$ cat config.mk
export PLATFORM = sky130hd
export DESIGN_NAME = core_mem
export DESIGN_NICKNAME = d
export VERILOG_FILES = /design/src/rtl/core_mem.sv
export SDC_FILE = /design/constraint.sdc
export NUM_CORES = 1
export LEC_CHECK = 0
export CAP_MARGIN = 5
export CORE_AREA = 2 2 306 187
export CTS_BUF_LIST = sky130_fd_sc_hd__clkbuf_8 sky130_fd_sc_hd__clkbuf_16
export DETAILED_ROUTE_END_ITERATION = 16
export DIE_AREA = 0 0 308 189
export PLACE_DENSITY = 0.57
export SYNTH_ARGS = -nofsm -noshare
export SYNTH_HDL_FRONTEND = slang
export SYNTH_SLANG_ARGS = --single-unit
$ cat constraint.sdc
create_clock -name clock -period 10.1 [get_ports clock]
set_input_delay 1.515 -clock clock [delete_from_list [all_inputs] [get_ports clock]]
set_output_delay 1.515 -clock clock [all_outputs]
set_load 0.01 [all_outputs]
$ cat src/rtl/core_mem.sv
// Memory stage: one bus request per load/store, stalling the pipeline until ack or timeout.
// Misaligned accesses raise addr_error and never reach the bus.
module core_mem #(
  parameter int TIMEOUT = 255
) (
  input  logic        clock,
  input  logic        reset,
  input  logic [63:0] addr,
  input  logic [63:0] store_data,
  input  logic [4:0]  W_regnum,
  input  logic        write_enable,
  input  logic [63:0] pc4,
  input  logic        linkpc,
  input  logic [1:0]  mem_load_type,
  input  logic [1:0]  mem_store_type,
  input  logic        signed_byte,
  input  logic        signed_word,
  input  logic        flush,
  output logic        mem_req,
  output logic        mem_we,
  output logic [63:0] mem_addr,
  output logic [63:0] mem_wdata,
  output logic [7:0]  mem_be,
  input  logic        mem_ack,
  input  logic [63:0] mem_rdata,
  output logic        stall,
  output logic [63:0] MEM_data,
  output logic [4:0]  MEM_regnum,
  output logic        MEM_write_enable,
  output logic        addr_error,
  output logic        bus_error
);

  localparam int CW = $clog2(TIMEOUT + 1);
  localparam logic [CW-1:0] LAST_WAIT = CW'(TIMEOUT - 1);

  typedef enum logic {IDLE, BUSY} state_t;

  state_t        state_reg;
  logic [CW-1:0] count_reg;
  logic [63:0]   lat_addr_reg;
  logic [63:0]   lat_wdata_reg;
  logic [7:0]    lat_be_reg;
  logic          lat_we_reg;
  logic [1:0]    lat_size_reg;
  logic          lat_signed_reg;
  logic [4:0]    lat_regnum_reg;
  logic          lat_wb_reg;
  logic          kill_reg;

  logic          is_load;
  logic          is_mem;
  logic          misaligned;
  logic          start;
  logic          busy;
  logic          timeout_hit;
  logic [1:0]    op_size;
  logic [7:0]    be_next;
  logic [63:0]   wdata_next;
  logic [7:0]    rd_byte;
  logic [31:0]   rd_word;
  logic [63:0]   load_val;

  // A load and a store in the same slot: the load wins.
  always_comb begin
    is_load    = mem_load_type != 2'd0;
    is_mem     = is_load || (mem_store_type != 2'd0);
    op_size    = is_load ? mem_load_type : mem_store_type;
    misaligned = (op_size == 2'd2 && addr[1:0] != 2'b00) ||
                 (op_size == 2'd3 && addr[2:0] != 3'b000);
    be_next    = 8'hFF;
    wdata_next = store_data;
    case (op_size)
      2'd1: begin
        be_next    = 8'h01 << addr[2:0];
        wdata_next = {8{store_data[7:0]}};
      end
      2'd2: begin
        be_next    = addr[2] ? 8'hF0 : 8'h0F;
        wdata_next = {2{store_data[31:0]}};
      end
      default: ;
    endcase
  end

  always_comb begin
    rd_byte = mem_rdata[{lat_addr_reg[2:0], 3'b000} +: 8];
    rd_word = mem_rdata[{lat_addr_reg[2], 5'b00000} +: 32];
    case (lat_size_reg)
      2'd1:    load_val = {{56{lat_signed_reg & rd_byte[7]}}, rd_byte};
      2'd2:    load_val = {{32{lat_signed_reg & rd_word[31]}}, rd_word};
      default: load_val = mem_rdata;
    endcase
  end

  assign busy        = (state_reg == BUSY);
  assign start       = (state_reg == IDLE) & is_mem & ~misaligned & ~flush & ~reset;
  assign timeout_hit = busy & ~mem_ack & (count_reg == LAST_WAIT);
  // The timeout cycle retires the instruction (as a bus error), so it releases the stall.
  assign stall       = start | (busy & ~mem_ack & ~timeout_hit);
  assign mem_req     = busy;
  assign mem_we      = busy & lat_we_reg;
  assign mem_be      = busy ? lat_be_reg : 8'h00;
  assign mem_addr    = {lat_addr_reg[63:3], 3'b000};
  assign mem_wdata   = lat_wdata_reg;

  always_ff @(posedge clock or posedge reset) begin
    if (reset) begin
      state_reg        <= IDLE;
      count_reg        <= '0;
      lat_addr_reg     <= '0;
      lat_wdata_reg    <= '0;
      lat_be_reg       <= '0;
      lat_we_reg       <= 1'b0;
      lat_size_reg     <= '0;
      lat_signed_reg   <= 1'b0;
      lat_regnum_reg   <= '0;
      lat_wb_reg       <= 1'b0;
      kill_reg         <= 1'b0;
      MEM_data         <= '0;
      MEM_regnum       <= '0;
      MEM_write_enable <= 1'b0;
      addr_error       <= 1'b0;
      bus_error        <= 1'b0;
    end else begin
      addr_error <= 1'b0;
      bus_error  <= 1'b0;
      case (state_reg)
        IDLE: begin
          if (flush) begin
            MEM_write_enable <= 1'b0;
          end else if (is_mem && misaligned) begin
            addr_error       <= 1'b1;
            MEM_write_enable <= 1'b0;
          end else if (is_mem) begin
            lat_addr_reg     <= addr;
            lat_wdata_reg    <= wdata_next;
            lat_be_reg       <= be_next;
            lat_we_reg       <= ~is_load;
            lat_size_reg     <= op_size;
            lat_signed_reg   <= (op_size == 2'd1) ? signed_byte : signed_word;
            lat_regnum_reg   <= W_regnum;
            lat_wb_reg       <= is_load & write_enable;
            kill_reg         <= 1'b0;
            count_reg        <= '0;
            MEM_write_enable <= 1'b0;
            state_reg        <= BUSY;
          end else begin
            MEM_data         <= linkpc ? pc4 : addr;
            MEM_regnum       <= W_regnum;
            MEM_write_enable <= write_enable;
          end
        end
        BUSY: begin
          MEM_write_enable <= 1'b0;
          // A flush seen at any point while waiting suppresses the eventual writeback.
          if (flush) kill_reg <= 1'b1;
          if (mem_ack) begin
            state_reg <= IDLE;
            count_reg <= '0;
            if (!lat_we_reg) begin
              MEM_data         <= load_val;
              MEM_regnum       <= lat_regnum_reg;
              MEM_write_enable <= lat_wb_reg & ~kill_reg & ~flush;
            end
          end else if (timeout_hit) begin
            state_reg <= IDLE;
            count_reg <= '0;
            bus_error <= 1'b1;
          end else begin
            count_reg <= count_reg + CW'(1);
          end
        end
      endcase
    end
  end

endmodule
# Word level (Yosys, flattened, before mapping)

Index checks and enable logic that the tools add are counted.
Widths: inputs -> output; s select.

Flip-flop bits (word level): 228
Input bits: 273
Output and inout bits: 211
Logic and storage cells: 118

$add $sub $neg: 1
Eq/ne operators: 13
Shift-type cells: 3
Multiplexer cells: 49
Bitwise operators: 23
Reductions and logical operators: 13

Operator list:

| cell                | number |
|---|---|
| $mux 64             | 6 |
| $pmux 64 s2         | 3 |
| $shiftx 64x7->32    | 1 |
| $shiftx 64x7->8     | 1 |
| $mux 8              | 7 |
| $pmux 8 s2          | 2 |
| $mux 5              | 5 |
| $mux 1              | 21 |
| $ne 2x2->1 const B  | 7 |
| $and 1x1->1         | 13 |
| $pmux 5 s2          | 1 |
| $not 1->1           | 9 |
| $add 8x1->8 const B | 1 |
| $eq 8x8->1 const B  | 1 |
| $reduce_and 4->1    | 2 |
| $shl 1x3->8 const A | 1 |
| $eq 2x2->1 const B  | 3 |
| $pmux 1 s2          | 3 |
| $reduce_bool 2->1   | 3 |
| $reduce_and 5->1    | 1 |
| $eq 2x1->1 const B  | 2 |
| $logic_and 1x1->1   | 3 |
| $reduce_and 3->1    | 1 |
| $reduce_bool 3->1   | 1 |
| other kinds (3)     | 4 |

# Longest topological paths before layout

Depth in word-level cells: 10
Depth in mapped cells: 10
Gate-level depth less buffers: 8

# Worst setup path after synthesis

OpenSTA, ideal clock, no wires.

Kind: input-to-output
Start: input port mem_load_type[1]
End: output port stall
Data arrival time: 3.128 ns
Setup slack: 5.457 ns
Cell stages on the path: 9
Cells stage by stage: inv_1 a21oi_1 inv_1 ha_1 a211oi_1 o2111ai_2 buf_4 buf_4 o21ai_0

Cells in the longest elaborated chain, start to end: 10
Elaborated cells on any way between the ends: 14
Those cells by class: eq/ne (2); mux (1); bitwise (6); reduce/logical (5)

RTL lines:

| what                                 | line   | source |
|---|---|---|
| start: declaration                   | 14     | `input logic [1:0] mem_load_type,` |
| $reduce_bool 2->1 *                  | 66     | `is_load = mem_load_type != 2'd0;` |
| $mux 2 *                             | 68     | `op_size = is_load ? mem_load_type : mem_store_type;` |
| named net op_size[0]                 | 57     | `logic [1:0] op_size;` |
| $eq 2x2->1 (on tied branches)        | 69, 70 |  |
| $logic_and 1x1->1 (on tied branches) | 69, 70 |  |
| $logic_or 1x1->1 *                   | 69     | `misaligned = (op_size == 2'd2 && addr[1:0] != 2'b00) \|\|` |
| $not 1->1 *                          | 97     | `assign start = (state_reg == IDLE) & is_mem & ~misaligned & ~flush & ~reset;` |
| $and 1x1->1 * (3 in series)          | 97     |  |
| $or 1x1->1 *                         | 100    | `assign stall = start \| (busy & ~mem_ack & ~timeout_hit);` |
| end: declaration                     | 26     | `output logic stall,` |

Mark *: on every way through the listed nets, which the timed path passes. The rest lies on a longest branch.

# Worst setup path after layout

Start: input port mem_load_type[1]
End: output port stall

Cells in the longest elaborated chain, start to end: 10
Elaborated cells on any way between the ends: 14
Those cells by class: eq/ne (2); mux (1); bitwise (6); reduce/logical (5)

RTL lines:

| what                                 | line |
|---|---|
| $reduce_bool 2->1                    | 66 |
| $mux 2                               | 68 |
| $eq 2x2->1 (on tied branches)        | 69, 70 |
| $logic_and 1x1->1 (on tied branches) | 69, 70 |
| $logic_or 1x1->1                     | 69 |
| $not 1->1                            | 97 |
| $and 1x1->1 * (3 in series)          | 97 |
| $or 1x1->1 *                         | 100 |

Every way passes the cells marked *; elsewhere a longest branch is shown, timed or not.

==> reports/results.tsv <==
metric	value	unit
CP peak stage delay	0.71	ns
Starting Density	0.248	
Setup CP Type	in -> out	
Routed Antenna Nets	0	
dominant cell type by area after synthesis	dfrtp_1	
Setup WS post-layout	4.26	ns
CTS max path bufs	3	
CTS tree	built	
H-tree depth	1	
Crit path top cell by count	clkdlybuf4s50_1	
setup bufs post-CTS	0	
crit path launch type	input port	
# DRC	0	
initial DRC count	951	
router iterations before antenna repair	7	
first-pass GRT wire length	85800	um
initial antenna violation count	3	
Max Slew Vio Count	0	
CP cell instances	clkdlybuf4s50_1 > inv_1 > a21oi_1 > ha_2 > nor2_1 > o2111ai_4 > o21ai_0 > clkdlybuf4s50_1	
fin util	0.350	
Die Y	189	um
GRT overflow	0	
Worst EP arrival	4.32	ns
top cell type's share of synthesized area	0.416	
fraction of layout cells with a size suffix above 1	0.0480	
Area Overhead vs Synth	41.1	%
worst slew pin tran	1.21	ns
WL per Instance	22.2	um
CP max stage cell	ha_2	
total power per unit cell area	228	mW/mm2
Tmin final	5.84	ns
core area	0.0553	mm2
Mapped Cells	1567	
met2 Use GR	0.307	
Setup Skew	0.0161	ns
sequential area share after synthesis	0.416	
critical path's top delay family	buffers and inverters	
clk sinks	228	
period utilisation layout	0.578	
Final nets	2178	
met3 usage	0.0472	
Reg2Reg Depth	7	
Final Hold Vio Count	0	
die width	308	um
slew margin rel.	0.197	
average size of a mapped cell	8.75	um2
Yosys Warn Count	0	
Hold Slack	0.473	ns
Syn Std Cell Area	0.0137	mm2
die area	0.0582	mm2
CTS buffer count	26	
hold crit path type	reg -> reg	
Worst EP required	8.59	ns
clk slew on worst S/H paths	0.06	ns
Crit. End Element	output port	
WHS Path Cells	2	
RSZ-0062 raised after global routing	no	
Via Count	13050	
FF+latch count, synth	228	
CTS root buf	clkbuf_16	
setup TNS	0	ns
worst path bufs/invs	3	
Ports	484	
hold path start	lat_addr_reg[35]$_DFFE_PP0P_	
Post-CTS Hold Fix Bufs	0	
row cnt	67	
f_max	171	MHz
commonest non-fill, non-tap cell in the layout	clkdlybuf4s50_1	
status	completed	
Post-synth EDFFs	0	
post-synthesis async set-or-reset flop share	1.00	
ranking of synthesized cells by area	dfrtp_1, nand2_1, mux2i_1, buf_4, o31ai_1	
met1 usage	0.272	
Final GP Congestion	0.806	
routed wire length	58600	um
post-synth cell types	56	
vias in the first global route	12979	
dpl hpwl	42100	um
Total GRT Usage	0.193	
DR vias/cell	4.94	
input/output buffers	480	
most frequent cells in the layout	clkdlybuf4s50_1, nand2_1, dfrtp_1, mux2i_1, a21oi_1	
LEAKAGE	8.10	nW
Post-synth top flop	dfrtp_1	
Reg-to-Reg End	MEM_data[44]$_DFFE_PP0P_	
worst reg2reg path startpoint	lat_size_reg[0]$_DFFE_PP0P_	
worst-path fanout max	29	
setup violators final	0	
largest net degree at the start of global routing	210	
clk_lat worst skew	0.57	ns
Max-Cap Viols	0	
Placement Setup Slack	4.28	ns
worst vdd ir	0.112	mV
post-CTS sizing	0	
busiest layer in global routing	met2	
Hold Path End	lat_addr_reg[35]$_DFFE_PP0P_	
r2r setup slk	6.85	ns
==> power breakdown <==
group | switching [mW] | total (mW) | internal (mW)
Clock | 0.428 | 0.951 | 0.523
Sequential | 0.219 | 1.45 | 1.23
Combinational | 1.04 | 2.01 | 0.974
Total | 1.69 | 4.42 | 2.73
==> worst max-delay path by stage <==
stage,start,to,cells after the start
2_1_floorplan,reset,MEM_data[0]$_DFFE_PP0P_,1
3_3_place_gp,mem_load_type[1],stall,9
3_5_place_dp,mem_load_type[1],stall,8
6_report,mem_load_type[1],stall,8
5_1_grt,mem_load_type[1],stall,9
4_1_cts,mem_load_type[1],stall,8
==> tightest hold or removal path: cells and delay by family, from the launching register on <==
| kind | cells | cell delay [ns] |
|---|---|---|
| AND/OR/NAND/NOR | 2 | 0.10 |
| flip-flops | 1 | 0.34 |
==> layout make-up <==
cell class	count	area, um2
flip-flops and latches	228	5710
repair buffers	497	4940
clock buffers	30	706
inverters	16	67.6
well taps	724	906
diodes	1	2.50
clock inverters	17	125
fillers	5598	36000
multi-input cells	1129	6880
==> cells by family (layout without fill, tap and decap cells) <==
group                    count (synthesis)  after routing  share of synthesized area
AND/OR/NAND/NOR                        587            587                      0.195
AO/OA/AOI/OAI                          411            411                      0.206
flip-flops                             228            228                      0.416
buffers and inverters                  212            560                     0.0854
multiplexers                           120            120                     0.0896
adder cells (fa/ha/maj)                  7              7                    0.00639
other                                    1              4                   0.000274
XOR/XNOR                                 1              1                   0.000639
==> layer usage <==
metal,vias to the layer above,routed length (um)
li1,6117,-
met1,6439,26800
met2,448,26500
met3,44,4370
met4,2,831
met5,-,13
==> cell usage after synthesis, drive strengths merged (24+ instances only) <==
master,number
a2111oi,32
a21oi,69
a31oi,35
and2,43
buf,134
clkbuf,62
dfrtp,228
mux2i,98
nand2,360
nand2b,24
nor2,50
nor2b,63
o211ai,32
o21ai,90
o22a,26
o31ai,56
==> stage by stage <==
stage               power [mW]  cell area, um2  std cells
floorplan                 2.49           13700       1569
global placement          3.46           18500       2594
detailed placement        3.49           18500       2594
CTS                       4.47           19300       2641
global route              4.69           19300       2641
finish                    4.42           19300       2642
Power figures use the tool's default switching activity.
